## src/rtl/io_fifo_port_pkg.sv

```systemverilog
// Shared constants for the io_fifo_port responder: register offsets,
// CTRL/STATUS bit positions and the bus-side state encoding.
package io_fifo_port_pkg;

    // Register offsets within the 4-port window
    localparam logic [1:0] OFF_DATA   = 2'd0;
    localparam logic [1:0] OFF_STATUS = 2'd1;
    localparam logic [1:0] OFF_CTRL   = 2'd2;
    localparam logic [1:0] OFF_RSVD   = 2'd3;

    // CTRL write bits
    localparam int CTRL_IO32_EN    = 0;
    localparam int CTRL_FLUSH      = 1;
    localparam int CTRL_CLR_STICKY = 2;

    // STATUS bit positions (pointers are 2-bit fields)
    localparam int STAT_RX_NONEMPTY = 0;
    localparam int STAT_TX_FULL     = 1;
    localparam int STAT_RX_UNF      = 2;
    localparam int STAT_TX_OVF      = 3;
    localparam int STAT_RD_PTR      = 4;
    localparam int STAT_WR_PTR      = 6;
    localparam int STAT_W           = 10;

    typedef enum logic [1:0] {
        IDLE    = 2'd0,
        RD_WAIT = 2'd1,
        WR_WAIT = 2'd2
    } state_t;

endpackage

```

## src/rtl/io_fifo_port_fifo.sv

```systemverilog
// Synchronous first-word-fall-through FIFO with full/empty flags and a
// synchronous flush. Push is ignored when full, pop ignored when empty.
module io_fifo_port_fifo #(
    parameter int WIDTH      = 32,
    parameter int DEPTH_LOG2 = 4
) (
    input  logic             clk,
    input  logic             reset,
    input  logic             flush,
    input  logic             push,
    input  logic [WIDTH-1:0] push_data,
    input  logic             pop,
    output logic [WIDTH-1:0] head,
    output logic             full,
    output logic             empty
);

    localparam int DEPTH = 1 << DEPTH_LOG2;
    localparam int CNT_W = DEPTH_LOG2 + 1;

    logic [WIDTH-1:0]      mem [DEPTH];
    logic [DEPTH_LOG2-1:0] wr_idx;
    logic [DEPTH_LOG2-1:0] rd_idx;
    logic [CNT_W-1:0]      count;
    logic                  do_push;
    logic                  do_pop;

    assign full    = (count == CNT_W'(DEPTH));
    assign empty   = (count == '0);
    assign head    = mem[rd_idx];
    assign do_push = push && !full;
    assign do_pop  = pop && !empty;

    // Storage write; contents need no reset because count gates visibility
    always_ff @(posedge clk) begin
        if (do_push) begin
            mem[wr_idx] <= push_data;
        end
    end

    // Index and occupancy tracking
    always_ff @(posedge clk) begin
        if (reset || flush) begin
            wr_idx <= '0;
            rd_idx <= '0;
            count  <= '0;
        end else begin
            if (do_push) begin
                wr_idx <= wr_idx + DEPTH_LOG2'(1);
            end
            if (do_pop) begin
                rd_idx <= rd_idx + DEPTH_LOG2'(1);
            end
            case ({do_push, do_pop})
                2'b10:   count <= count + CNT_W'(1);
                2'b01:   count <= count - CNT_W'(1);
                default: count <= count;
            endcase
        end
    end

endmodule

```

## src/rtl/io_fifo_port.sv

```systemverilog
// Byte-serial CPU I/O bus responder bridging a DATA port to RX/TX word
// FIFOs. bus_wait/bus_readdata are registered on the strobe edge.
// Optional macro IO_FIFO_PORT_TIMEOUT_EN bounds stalls to WAIT_MAX cycles.
module io_fifo_port
    import io_fifo_port_pkg::*;
#(
    parameter logic [15:0] BASE       = 16'h0300,
    parameter int          DEPTH_LOG2 = 4,
    parameter int          WAIT_MAX   = 1023
) (
    input  logic        clk,
    input  logic        reset,
    input  logic [15:0] bus_address,
    input  logic        bus_read,
    input  logic        bus_write,
    input  logic [2:0]  bus_datasize,
    input  logic [31:0] bus_writedata,
    output logic [31:0] bus_readdata,
    output logic        bus_wait,
    output logic        bus_io32,
    input  logic        rx_valid,
    output logic        rx_ready,
    input  logic [31:0] rx_data,
    output logic        tx_valid,
    input  logic        tx_ready,
    output logic [31:0] tx_data
);

    logic        sel;
    logic [1:0]  off;
    logic        strobe;
    logic        io32_en;

    state_t      state;
    logic        pend_io32;
    logic [31:0] pend_wdata;
    logic [1:0]  rd_ptr;
    logic [1:0]  wr_ptr;
    logic [23:0] staging;
    logic        rx_unf;
    logic        tx_ovf;

    logic [31:0] rx_head;
    logic        rx_full;
    logic        rx_empty;
    logic        rx_pop;
    logic [31:0] tx_head;
    logic        tx_full;
    logic        tx_empty;
    logic        tx_push;
    logic [31:0] tx_wdata;
    logic        flush;

    logic        acc_valid;
    logic        acc_read;
    logic        acc_io32;
    logic [1:0]  acc_off;
    logic [31:0] acc_wdata;
    logic        can_complete;
    logic        complete;
    logic        stall_start;
    logic [31:0] rdata_next;
    logic [STAT_W-1:0] status_word;

    assign sel      = (bus_address[15:2] == BASE[15:2]);
    assign off      = bus_address[1:0];
    assign strobe   = bus_read || bus_write;
    assign bus_io32 = sel && (off == OFF_DATA) && io32_en && (bus_datasize == 3'd4);

    assign rx_ready = !rx_full;
    assign tx_valid = !tx_empty;
    assign tx_data  = tx_head;

`ifdef IO_FIFO_PORT_TIMEOUT_EN
    localparam int CW = $clog2(WAIT_MAX + 1);
    logic [CW-1:0] wait_cnt;
    logic          timeout;
    assign timeout = (state != IDLE) && !can_complete && (wait_cnt == CW'(WAIT_MAX - 1));
`else
    logic unused_wait_max;
    assign unused_wait_max = ^WAIT_MAX;
    assign rx_unf = 1'b0;
    assign tx_ovf = 1'b0;
`endif

    // A new strobe is only looked at in IDLE; a stalled access replays from latched state
    always_comb begin
        acc_valid = 1'b0;
        acc_read  = 1'b0;
        acc_io32  = 1'b0;
        acc_off   = OFF_DATA;
        acc_wdata = bus_writedata;
        case (state)
            IDLE: begin
                acc_valid = strobe && sel;
                acc_read  = bus_read;
                acc_io32  = bus_io32;
                acc_off   = off;
            end
            RD_WAIT: begin
                acc_valid = 1'b1;
                acc_read  = 1'b1;
                acc_io32  = pend_io32;
                acc_wdata = pend_wdata;
            end
            WR_WAIT: begin
                acc_valid = 1'b1;
                acc_io32  = pend_io32;
                acc_wdata = pend_wdata;
            end
            default: ;
        endcase
    end

    // STATUS register image
    always_comb begin
        status_word                        = '0;
        status_word[STAT_RX_NONEMPTY]      = !rx_empty;
        status_word[STAT_TX_FULL]          = tx_full;
        status_word[STAT_RX_UNF]           = rx_unf;
        status_word[STAT_TX_OVF]           = tx_ovf;
        status_word[STAT_RD_PTR +: 2]      = rd_ptr;
        status_word[STAT_WR_PTR +: 2]      = wr_ptr;
    end

    // Completion condition, FIFO side effects and read data for the current access
    always_comb begin
        can_complete = 1'b1;
        rx_pop       = 1'b0;
        tx_push      = 1'b0;
        tx_wdata     = acc_wdata;
        flush        = 1'b0;
        rdata_next   = '0;
        case (acc_off)
            OFF_DATA: begin
                if (acc_read) begin
                    if (acc_io32) begin
                        can_complete = !rx_empty;
                        rx_pop       = acc_valid && can_complete;
                        rdata_next   = rx_head;
                    end else begin
                        can_complete = !((rd_ptr == 2'd0) && rx_empty);
                        rx_pop       = acc_valid && can_complete && (rd_ptr == 2'd3);
                        rdata_next   = {24'b0, rx_head[{rd_ptr, 3'b000} +: 8]};
                    end
                end else begin
                    if (acc_io32) begin
                        can_complete = !tx_full;
                        tx_push      = acc_valid && can_complete;
                    end else begin
                        can_complete = !((wr_ptr == 2'd3) && tx_full);
                        tx_push      = acc_valid && can_complete && (wr_ptr == 2'd3);
                        tx_wdata     = {acc_wdata[7:0], staging};
                    end
                end
            end
            OFF_STATUS: rdata_next = {{(32-STAT_W){1'b0}}, status_word};
            OFF_CTRL: begin
                rdata_next = {31'b0, io32_en};
                flush      = acc_valid && !acc_read && acc_wdata[CTRL_FLUSH];
            end
            OFF_RSVD: rdata_next = '0;
            default: ;
        endcase
    end

    assign complete    = acc_valid && can_complete;
    assign stall_start = (state == IDLE) && acc_valid && !can_complete;

    // Bus-side FSM with registered wait/readdata and pointer/control state
    always_ff @(posedge clk) begin
        if (reset) begin
            state        <= IDLE;
            bus_wait     <= 1'b0;
            bus_readdata <= '0;
            pend_io32    <= 1'b0;
            pend_wdata   <= '0;
            rd_ptr       <= '0;
            wr_ptr       <= '0;
            staging      <= '0;
            io32_en      <= 1'b0;
`ifdef IO_FIFO_PORT_TIMEOUT_EN
            rx_unf       <= 1'b0;
            tx_ovf       <= 1'b0;
            wait_cnt     <= '0;
`endif
        end else if (complete) begin
            state        <= IDLE;
            bus_wait     <= 1'b0;
            bus_readdata <= acc_read ? rdata_next : '0;
            if ((acc_off == OFF_DATA) && !acc_io32) begin
                if (acc_read) begin
                    rd_ptr <= rd_ptr + 2'd1;
                end else begin
                    case (wr_ptr)
                        2'd0:    staging[7:0]   <= acc_wdata[7:0];
                        2'd1:    staging[15:8]  <= acc_wdata[7:0];
                        2'd2:    staging[23:16] <= acc_wdata[7:0];
                        default: ;
                    endcase
                    wr_ptr <= wr_ptr + 2'd1;
                end
            end
            if (!acc_read && (acc_off == OFF_CTRL)) begin
                io32_en <= acc_wdata[CTRL_IO32_EN];
                if (acc_wdata[CTRL_FLUSH]) begin
                    rd_ptr  <= '0;
                    wr_ptr  <= '0;
                    staging <= '0;
                end
`ifdef IO_FIFO_PORT_TIMEOUT_EN
                if (acc_wdata[CTRL_CLR_STICKY]) begin
                    rx_unf <= 1'b0;
                    tx_ovf <= 1'b0;
                end
`endif
            end
        end else if (stall_start) begin
            state        <= bus_read ? RD_WAIT : WR_WAIT;
            bus_wait     <= 1'b1;
            bus_readdata <= '0;
            pend_io32    <= bus_io32;
            pend_wdata   <= bus_writedata;
`ifdef IO_FIFO_PORT_TIMEOUT_EN
            wait_cnt     <= '0;
        end else if (timeout) begin
            state    <= IDLE;
            bus_wait <= 1'b0;
            if (state == RD_WAIT) begin
                bus_readdata <= pend_io32 ? 32'hFFFF_FFFF : 32'h0000_00FF;
                rx_unf       <= 1'b1;
            end else begin
                bus_readdata <= '0;
                tx_ovf       <= 1'b1;
            end
        end else if (state != IDLE) begin
            wait_cnt <= wait_cnt + CW'(1);
`endif
        end else if ((state == IDLE) && strobe) begin
            bus_wait     <= 1'b0;
            bus_readdata <= '0;
        end
    end

    io_fifo_port_fifo #(
        .WIDTH      (32),
        .DEPTH_LOG2 (DEPTH_LOG2)
    ) rx_fifo (
        .clk       (clk),
        .reset     (reset),
        .flush     (flush),
        .push      (rx_valid),
        .push_data (rx_data),
        .pop       (rx_pop),
        .head      (rx_head),
        .full      (rx_full),
        .empty     (rx_empty)
    );

    io_fifo_port_fifo #(
        .WIDTH      (32),
        .DEPTH_LOG2 (DEPTH_LOG2)
    ) tx_fifo (
        .clk       (clk),
        .reset     (reset),
        .flush     (flush),
        .push      (tx_push),
        .push_data (tx_wdata),
        .pop       (tx_ready),
        .head      (tx_head),
        .full      (tx_full),
        .empty     (tx_empty)
    );

endmodule

```

## config.mk

```make
export PLATFORM = sky130hd
export DESIGN_NAME = io_fifo_port
export DESIGN_NICKNAME = d
export VERILOG_FILES = /design/src/rtl/io_fifo_port_pkg.sv /design/src/rtl/io_fifo_port_fifo.sv /design/src/rtl/io_fifo_port.sv
export SDC_FILE = /design/constraint.sdc
export NUM_CORES = 1
export LEC_CHECK = 0
export CORE_AREA = 2 2 362 364
export CTS_BUF_LIST = sky130_fd_sc_hd__clkbuf_8 sky130_fd_sc_hd__clkbuf_16
export DETAILED_ROUTE_END_ITERATION = 10
export DIE_AREA = 0 0 364 366
export PLACE_DENSITY_LB_ADDON = 0.25
export SYNTH_ARGS = -nofsm -noshare
export SYNTH_HDL_FRONTEND = slang
export SYNTH_SLANG_ARGS = --single-unit
```

## constraint.sdc

```tcl
create_clock -name clk -period 7.95 [get_ports clk]
set_input_delay 1.59 -clock clk [delete_from_list [all_inputs] [get_ports clk]]
set_output_delay 1.59 -clock clk [all_outputs]
set_load 0.01 [all_outputs]
```

Word-level counts from Yosys, hierarchy flattened
Memories as Yosys holds them, arrays and structs flattened. A register that Yosys moved wholly into a read port is not among the register bits.
Index checks and enable logic that the tools add are counted.
{"block": "totals", "register_bits": 123, "mem_bits_rw": 1024, "input_bits": 89, "wordCells": 149, "memories": 2}
{"memory": "rx_fifo.mem", "words": 16, "width": 32, "read_ports": 1, "rd_clocked_by_memory_dff": 1, "write_ports": 1, "line": "io_fifo_port_fifo.sv:21", "source": "logic [WIDTH-1:0] mem [DEPTH];"}
{"memory": "tx_fifo.mem", "words": 16, "width": 32, "read_ports": 1, "rd_clocked_by_memory_dff": 1, "write_ports": 1, "line": "io_fifo_port_fifo.sv:21"}
{"block": "op_classes", "n_addsub": 10, "n_eq_ne": 17, "n_shift": 1, "muxes": 53, "n_bitwise": 1, "n_reduce_logical": 50}
{"operator": "$mux 32", "n": 9}
{"operator": "$pmux 32 s4", "n": 1}
{"operator": "$mux 24", "n": 4}
{"operator": "$shiftx 32x6->8", "n": 1}
{"operator": "$logic_and 1x1->1", "n": 24}
{"operator": "$mux 8", "n": 3}
{"operator": "$mux 2", "n": 10}
{"operator": "$pmux 5 s2", "n": 2}
{"operator": "$mux 1", "n": 17}
{"operator": "$add 4x1->4 const B", "n": 4}
{"operator": "$eq 2x2->1 const B", "n": 8}
{"operator": "$mux 4", "n": 4}
{"operator": "$eq 14x8->1 const B", "n": 1}
{"operator": "$add 5x1->5 const B", "n": 2}
{"operator": "$eq 2x1->1 const B", "n": 5}
{"operator": "$eq 5x5->1 const B", "n": 2}
{"operator": "$logic_not 2->1", "n": 5}
{"operator": "$logic_not 5->1", "n": 2}
{"operator": "$sub 5x1->5 const B", "n": 2}
{"operator": "$logic_not 1->1", "n": 9}
{"operator": "$pmux 1 s2", "n": 3}
{"operator": "$reduce_bool 2->1", "n": 3}
{"operator": "$add 2x1->2 const B", "n": 2}
{"operator": "$reduce_and 2->1", "n": 2}
{"operator": "other kinds (5)", "n": 7}

Depth between registers and ports, before layout
{"block": "depth", "word_depth": 12, "depth_mapped": 19, "ltp_nobuf": 17}

Hierarchy
Synthesis repeated with hierarchy kept, for this count alone.
{"block": "unflattened", "hier_cells": 2380, "hier_area_um2": 45040.7}
{"mod": "io_fifo_port_fifo", "instances": 2, "cells_per_inst": 911, "area_per_inst_um2": 20108.0}
{"mod": "io_fifo_port", "instances": 1, "cells_per_inst": 558, "area_per_inst_um2": 4824.6}

Worst setup path before layout
No wires, ideal clock.
{"block": "synth_timing", "path_kind": "input to register", "startpoint": "input port bus_address[3]", "endpoint": "register tx_fifo.count[4]", "setup_time_ns": 0.117, "t_arrival_ns": 4.705, "required_time_ns": 7.833, "path_slack_ns": 3.128, "cell_stages": 16, "n_path_buf": 1, "path_cell_list": "nor4_1 > nand4_1 > o31a_1 > nor3_2 > inv_1 > ha_1 > clkbuf_1 > xor2_1 > ha_1 > o21a_1 > o22a_1 > a21oi_1 > xor2_1 > nor2_1 > xnor2_1 > nor2_1"}
{"block": "synth_via", "elab_chain_cells": 11}
{"item": "start: declaration", "line": "io_fifo_port.sv:13", "source": "input logic [15:0] bus_address,"}
{"item": "$eq 14x8->1 (*)", "line": "io_fifo_port.sv:65", "source": "assign sel = (bus_address[15:2] == BASE[15:2]);"}
{"item": "$logic_and 1x1->1 (on tied branches)", "line": "io_fifo_port.sv:95, io_fifo_port.sv:68"}
{"item": "$pmux 1 s2 / $logic_and 1x1->1 (equally long branches)", "line": "io_fifo_port.sv:93, io_fifo_port.sv:68"}
{"item": "$logic_and 1x1->1 (on tied branches)", "line": "io_fifo_port.sv:152, io_fifo_port.sv:68"}
{"item": "$logic_and 1x1->1 / $pmux 1 s2 (equally long branches)", "line": "io_fifo_port.sv:152, io_fifo_port.sv:93"}
{"item": "$mux 1", "line": "io_fifo_port.sv:147", "source": "if (acc_io32) begin"}
{"item": "$mux 1", "line": "io_fifo_port.sv:136", "source": "if (acc_read) begin"}
{"item": "$mux 1", "line": "io_fifo_port.sv:134", "source": "case (acc_off)"}
{"item": "$logic_and 1x1->1", "line": "io_fifo_port_fifo.sv:31", "source": "assign do_push = push && !full;"}
{"item": "$eq 2x1->1 / $eq 2x2->1 (equally long branches)", "line": "io_fifo_port_fifo.sv:54", "source": "case ({do_push, do_pop})"}
{"item": "$pmux 5 s2 / $reduce_bool 2->1 (equally long branches)"}
{"item": "end signal: assignment", "line": "io_fifo_port_fifo.sv:55", "source": "2'b10: count <= count + CNT_W'(1);"}
{"item": "end signal: assignment", "line": "io_fifo_port_fifo.sv:56", "source": "2'b01: count <= count - CNT_W'(1);"}
{"item": "end signal: assignment", "line": "io_fifo_port_fifo.sv:57", "source": "default: count <= count;"}
{"item": "end: declaration", "line": "io_fifo_port_fifo.sv:24", "source": "logic [CNT_W-1:0] count;"}
Every way passes the cells marked *; elsewhere a longest branch is shown, timed or not.
A chain may end at the register's enable or synchronous reset.

Final worst setup path
{"block": "layout_timing", "startpoint": "input port bus_address[15]", "endpoint": "output port bus_io32"}
{"block": "layout_via", "elab_chain_cells": 4}
{"item": "$eq 14x8->1", "line": "io_fifo_port.sv:65"}
{"item": "$logic_and 1x1->1 (3 in a row)", "line": "io_fifo_port.sv:68", "source": "assign bus_io32 = sel && (off == OFF_DATA) && io32_en && (bus_datasize == 3'd4);"}
{"item": "end: declaration", "line": "io_fifo_port.sv:20", "source": "output logic bus_io32,"}
No other way between the ends.

==> summary.md <==
Mean cell area of the mapped netlist: 20.2 µm². The number of cells on the worst reg-to-reg path is 17. In the final layout, the share of cells above drive strength 1 is 24.7%. The portion of synthesized area spent on multiplexers is 17.0%. The leakage power of the design was 0.0163 µW; the die outline area was 133,000 µm².

For the via count of the first global-routing pass, the log shows 23,400. The end of the worst register-to-register path was tx_fifo.count[4]. The sequential area share after synthesis was 74.2%. For the number of failing hold endpoints at the final stage, the log shows 0. The most frequently used flop master after synthesis was edfxtp_1.

The final clock period utilization by the worst path was 71.2%. The register-to-register setup slack was 3270 ps; the post-route worst setup slack was 2290 ps. The critical path crosses 6 cells after its start point.

The number of nets in the layout was 2,570; the count of port buffers added during placement was 156. Traced cell by cell, the critical path runs through clkdlybuf4s50_1 -> nor4_1 -> buf_4 -> and4_1 -> and3_1 -> clkdlybuf4s50_1. The tools report the required time of the critical path as 6360 ps.

Compared with the post-synthesis result, the final layout area differs by 17.5%. By area, the combinational part of the netlist is dominated by multiplexers. The wire length of the first global-routing pass was 166 mm. Detailed-router iteration count before antenna repair: 6. Yosys attributes the largest share of cell area to edfxtp_1, mux4_2, dfxtp_1. The setup path with the least slack is of type in2out. Counting the fill cells in the layout gives 11,400.

The critical path launch point type is an input pin. Summing the areas of all fa, ha and maj instances in the mapped netlist gives 0.751% of the synthesized area. For this run, the number of Yosys warnings is 0. Counting both buffers and inverters, the worst setup path holds a total of 3.

Once detail routing completed, the nets flagged for antenna violations numbered 0. For the final routed wirelength across all metal layers, the log shows 115 mm. The starting density of the core came out at 34.9%. For this design, the slowest cell found on the critical path is clkdlybuf4s50_1. Of all cell types, the one taking the most synthesized area is edfxtp_1.

The logs give 61 for the number of distinct standard cells referenced by the synthesized netlist and 4070 ps for the arrival time reported for the critical path endpoint. In this run the worst setup path begins at bus_address[15]. In this run, post-CTS repair resized a total of 0 instances. The run gives 0 as the DRC violations left. After synthesis, the share of flip-flops with an asynchronous set or reset is 0%. The total number of H-tree levels came out at 3. For the number of antenna violations at the first check in global routing, the log shows 14. The portion of synthesized cell area occupied by the leading cell type is 68.4%. The worst register-to-register path begins at state[1].

The shortest period the worst path allows works out to 5660 ps. For this design, the CTS-stage hold fixing added 0 buffers. Post-synth net total: 2,340.

Following the worst setup path forward leads to its endpoint at bus_io32. The kind of cell with the highest combined delay along the critical path is buffers and inverters. The highest metal layer used by the detailed router is met5. Height of the chip: 366 µm. The worst-case IR drop observed on VDD is 0.000190 V.

The number of pins exceeding their max-slew limit in the final report is 0. The tools report the maximum number of buffers from clock root to sink as 3. TritonCTS created 119 clock buffers. The cell row count was 132; the power per cell area was 243 nW/µm². The post-synthesis register bit count works out to 1,155. The tree built by TritonCTS fans out to 1,155 sinks. The xor and xnor fraction of the mapped netlist area is 0.506%. The worst pin sits at a relative slew slack of 24.7%. The HPWL after detailed placement is 67.5 mm. The largest net degree at the start of global routing came out at 68.

Along the worst path, the maximum fanout reaches 3. Static timing analysis puts the maximum clock frequency at 0.177 GHz. The congestion estimate from routability-driven global placement came to 0.775. Clock-pin slew was measured on the worst setup and hold paths at 60 ps. Global routing consumed, over all layers together, 17.2% of the routing resources. Counting flops with a built-in enable in the synthesized netlist gives 1,024. Most common library cell in the layout ignoring fill and taps: edfxtp_1. The number of vias in the routed layout is 22,500, and the area fraction in and, or, nand and nor cells after synthesis is 3.24%. Summing all non-filler instances in the final layout gives an area of 52,800 µm². Detailed routing placed a total of 55.7 mm of wire on met2. The aggregate negative setup slack was 0 ps. The largest single stage delay on the critical path is 660 ps. For the minimum setup slack after placement, the log shows 1500 ps. On the final layout, the worst clock skew is 18.0 ps. The detailed router finished its first iteration with 2,388 violations.

The number of setup buffers added after CTS is 0. The via density per instance was 5.22. Among the stages of the critical path, the cell type that occurs most often is clkdlybuf4s50_1. Max-cap violations in this run came to 0.

In this run the cell area measured after placement is 48,900 µm². For this design the top-level I/O count stands at 157. After synthesis the cells add up to 45,000 µm².

TritonCTS built the clock tree. The flow ran to the end, and the final reports show no timing, DRC or antenna violations. The run gives 8.14 mm as the detailed-routed wire length on met3. The cell count after synthesis came out at 2,224. For the worst hold slack across all endpoints, the log shows 491 ps. The core area came out at 129,000 µm².

Setup repair after global routing left no endpoint under its margin. At the pin with the least slew margin, the transition time is 1130 ps. The tools report the core utilization of the finished layout as 41.0%.

STA classifies the critical path endpoint as a primary output. For the worst-skew pair, the clock arrives at the later sink with an insertion delay of 720 ps. In the final routed layout, each cell accounts on average for 26.7 µm. Total setup violations reported at the end of the flow: 0.

Horizontal die dimension: 364 µm. The detailed router put a total of 48.2 mm of wire on met1. For the residual overflow from global routing, the log shows 0.

The area fraction in compound gates after synthesis is 2.82%. The path class of the tightest hold or removal check is reg2reg. In the layout the commonest cells are edfxtp_1, mux4_2, clkdlybuf4s50_1, nor2_1, dfxtp_1. Clock tree synthesis selected as its root buffer the cell clkbuf_16.
==> stage by stage <==
stage,instances,power [µW]
final,4306,12800
after global routing,4302,13200
after CTS,4301,12900
after detailed placement,4074,7400
after global placement,4074,7370
after floorplan,2224,7120
==> Yosys cell counts (4+ instances only) <==
| master | n |
|---|---|
| a21oi_1 | 25 |
| nand4_1 | 7 |
| o21ai_0 | 33 |
| edfxtp_1 | 1024 |
| a22oi_1 | 54 |
| and2_1 | 20 |
| buf_6 | 4 |
| dfxtp_1 | 131 |
| a211oi_1 | 26 |
| clkbuf_1 | 70 |
| ha_1 | 27 |
| nor2b_1 | 4 |
| buf_2 | 22 |
| nor3_1 | 10 |
| buf_12 | 4 |
| xor2_1 | 18 |
| nand2b_1 | 8 |
| nand3_1 | 6 |
| nor2_1 | 158 |
| buf_1 | 20 |
| o22ai_1 | 9 |
| mux2i_1 | 63 |
| xnor2_1 | 8 |
| nor4_1 | 5 |
| nand2_1 | 73 |
| buf_4 | 5 |
| mux4_2 | 307 |
| inv_1 | 17 |
| mux2_2 | 8 |
| a32o_1 | 5 |
| a31oi_1 | 4 |
==> sequential cells by signal, indices dropped and copies added, names as in the netlist, 4 cells and up, named ones only <==
name and cells:
tx_fifo.wr_idx 4, rx_fifo.wr_idx 4, tx_fifo.count 5, rx_fifo.count 5
rx_fifo.mem 512, pend_wdata 32, tx_fifo.mem 512, tx_fifo.rd_idx 4
rx_fifo.rd_idx 4, staging 24, bus_readdata 32
==> power by group <==
| group | internal (µW) | total [µW] | leakage (µW) | switching, µW |
|---|---|---|---|---|
| logic | 152 | 489 | 0.00394 | 337 |
| clock network | 3220 | 5550 | 0.00207 | 2330 |
| registers | 6740 | 6770 | 0.0103 | 38.2 |
| total | 10100 | 12800 | 0.0163 | 2700 |
==> cells by family (layout without fill, tap and decap cells) <==
family,after synthesis,count (layout)
DFF,1155,1155
xor gates and xnor gates,26,26
other,0,4
buffers and inverters,143,479
and+or+nand+nor,312,312
AOI/OAI and AO/OA,183,183
muxes,378,378
adders and majority gates,27,27
==> worst min-delay path by stage <==
stage / startpoint / to / cells past startpoint
2_1_floorplan: io32_en / io32_en / 2
3_3_place_gp: bus_readdata[0] / bus_readdata[0] / 1
3_5_place_dp: bus_readdata[0] / bus_readdata[0] / 1
4_1_cts: bus_readdata[0] / bus_readdata[0] / 1
5_1_grt: bus_readdata[0] / bus_readdata[0] / 1
6_report: bus_readdata[0] / bus_readdata[0] / 1
==> layer usage <==
| metal | vias to the layer above | global-route usage [%] |
|---|---|---|
| li1 | 9587 | - |
| met2 | 746 | 27.9 |
| met5 | - | 0 |
| met3 | 197 | 3.95 |
| met4 | 16 | 5.04 |
| met1 | 11900 | 23.2 |
==> cell type report <==
class                           count  area (µm²)  share of cell area, %
Multi-Input combinational cell    926       11100                   21.0
Clock inverter                     96         810                   1.53
Tap cell                         1742        2180                   4.13
Antenna cell                        4        10.0                 0.0189
Inverter                           18        67.6                  0.128
Sequential cell                  1155       33400                   63.2
Timing Repair Buffer              234        2160                   4.08
Clock buffer                      131        3140                   5.95
Power figures use the tool's default switching activity.
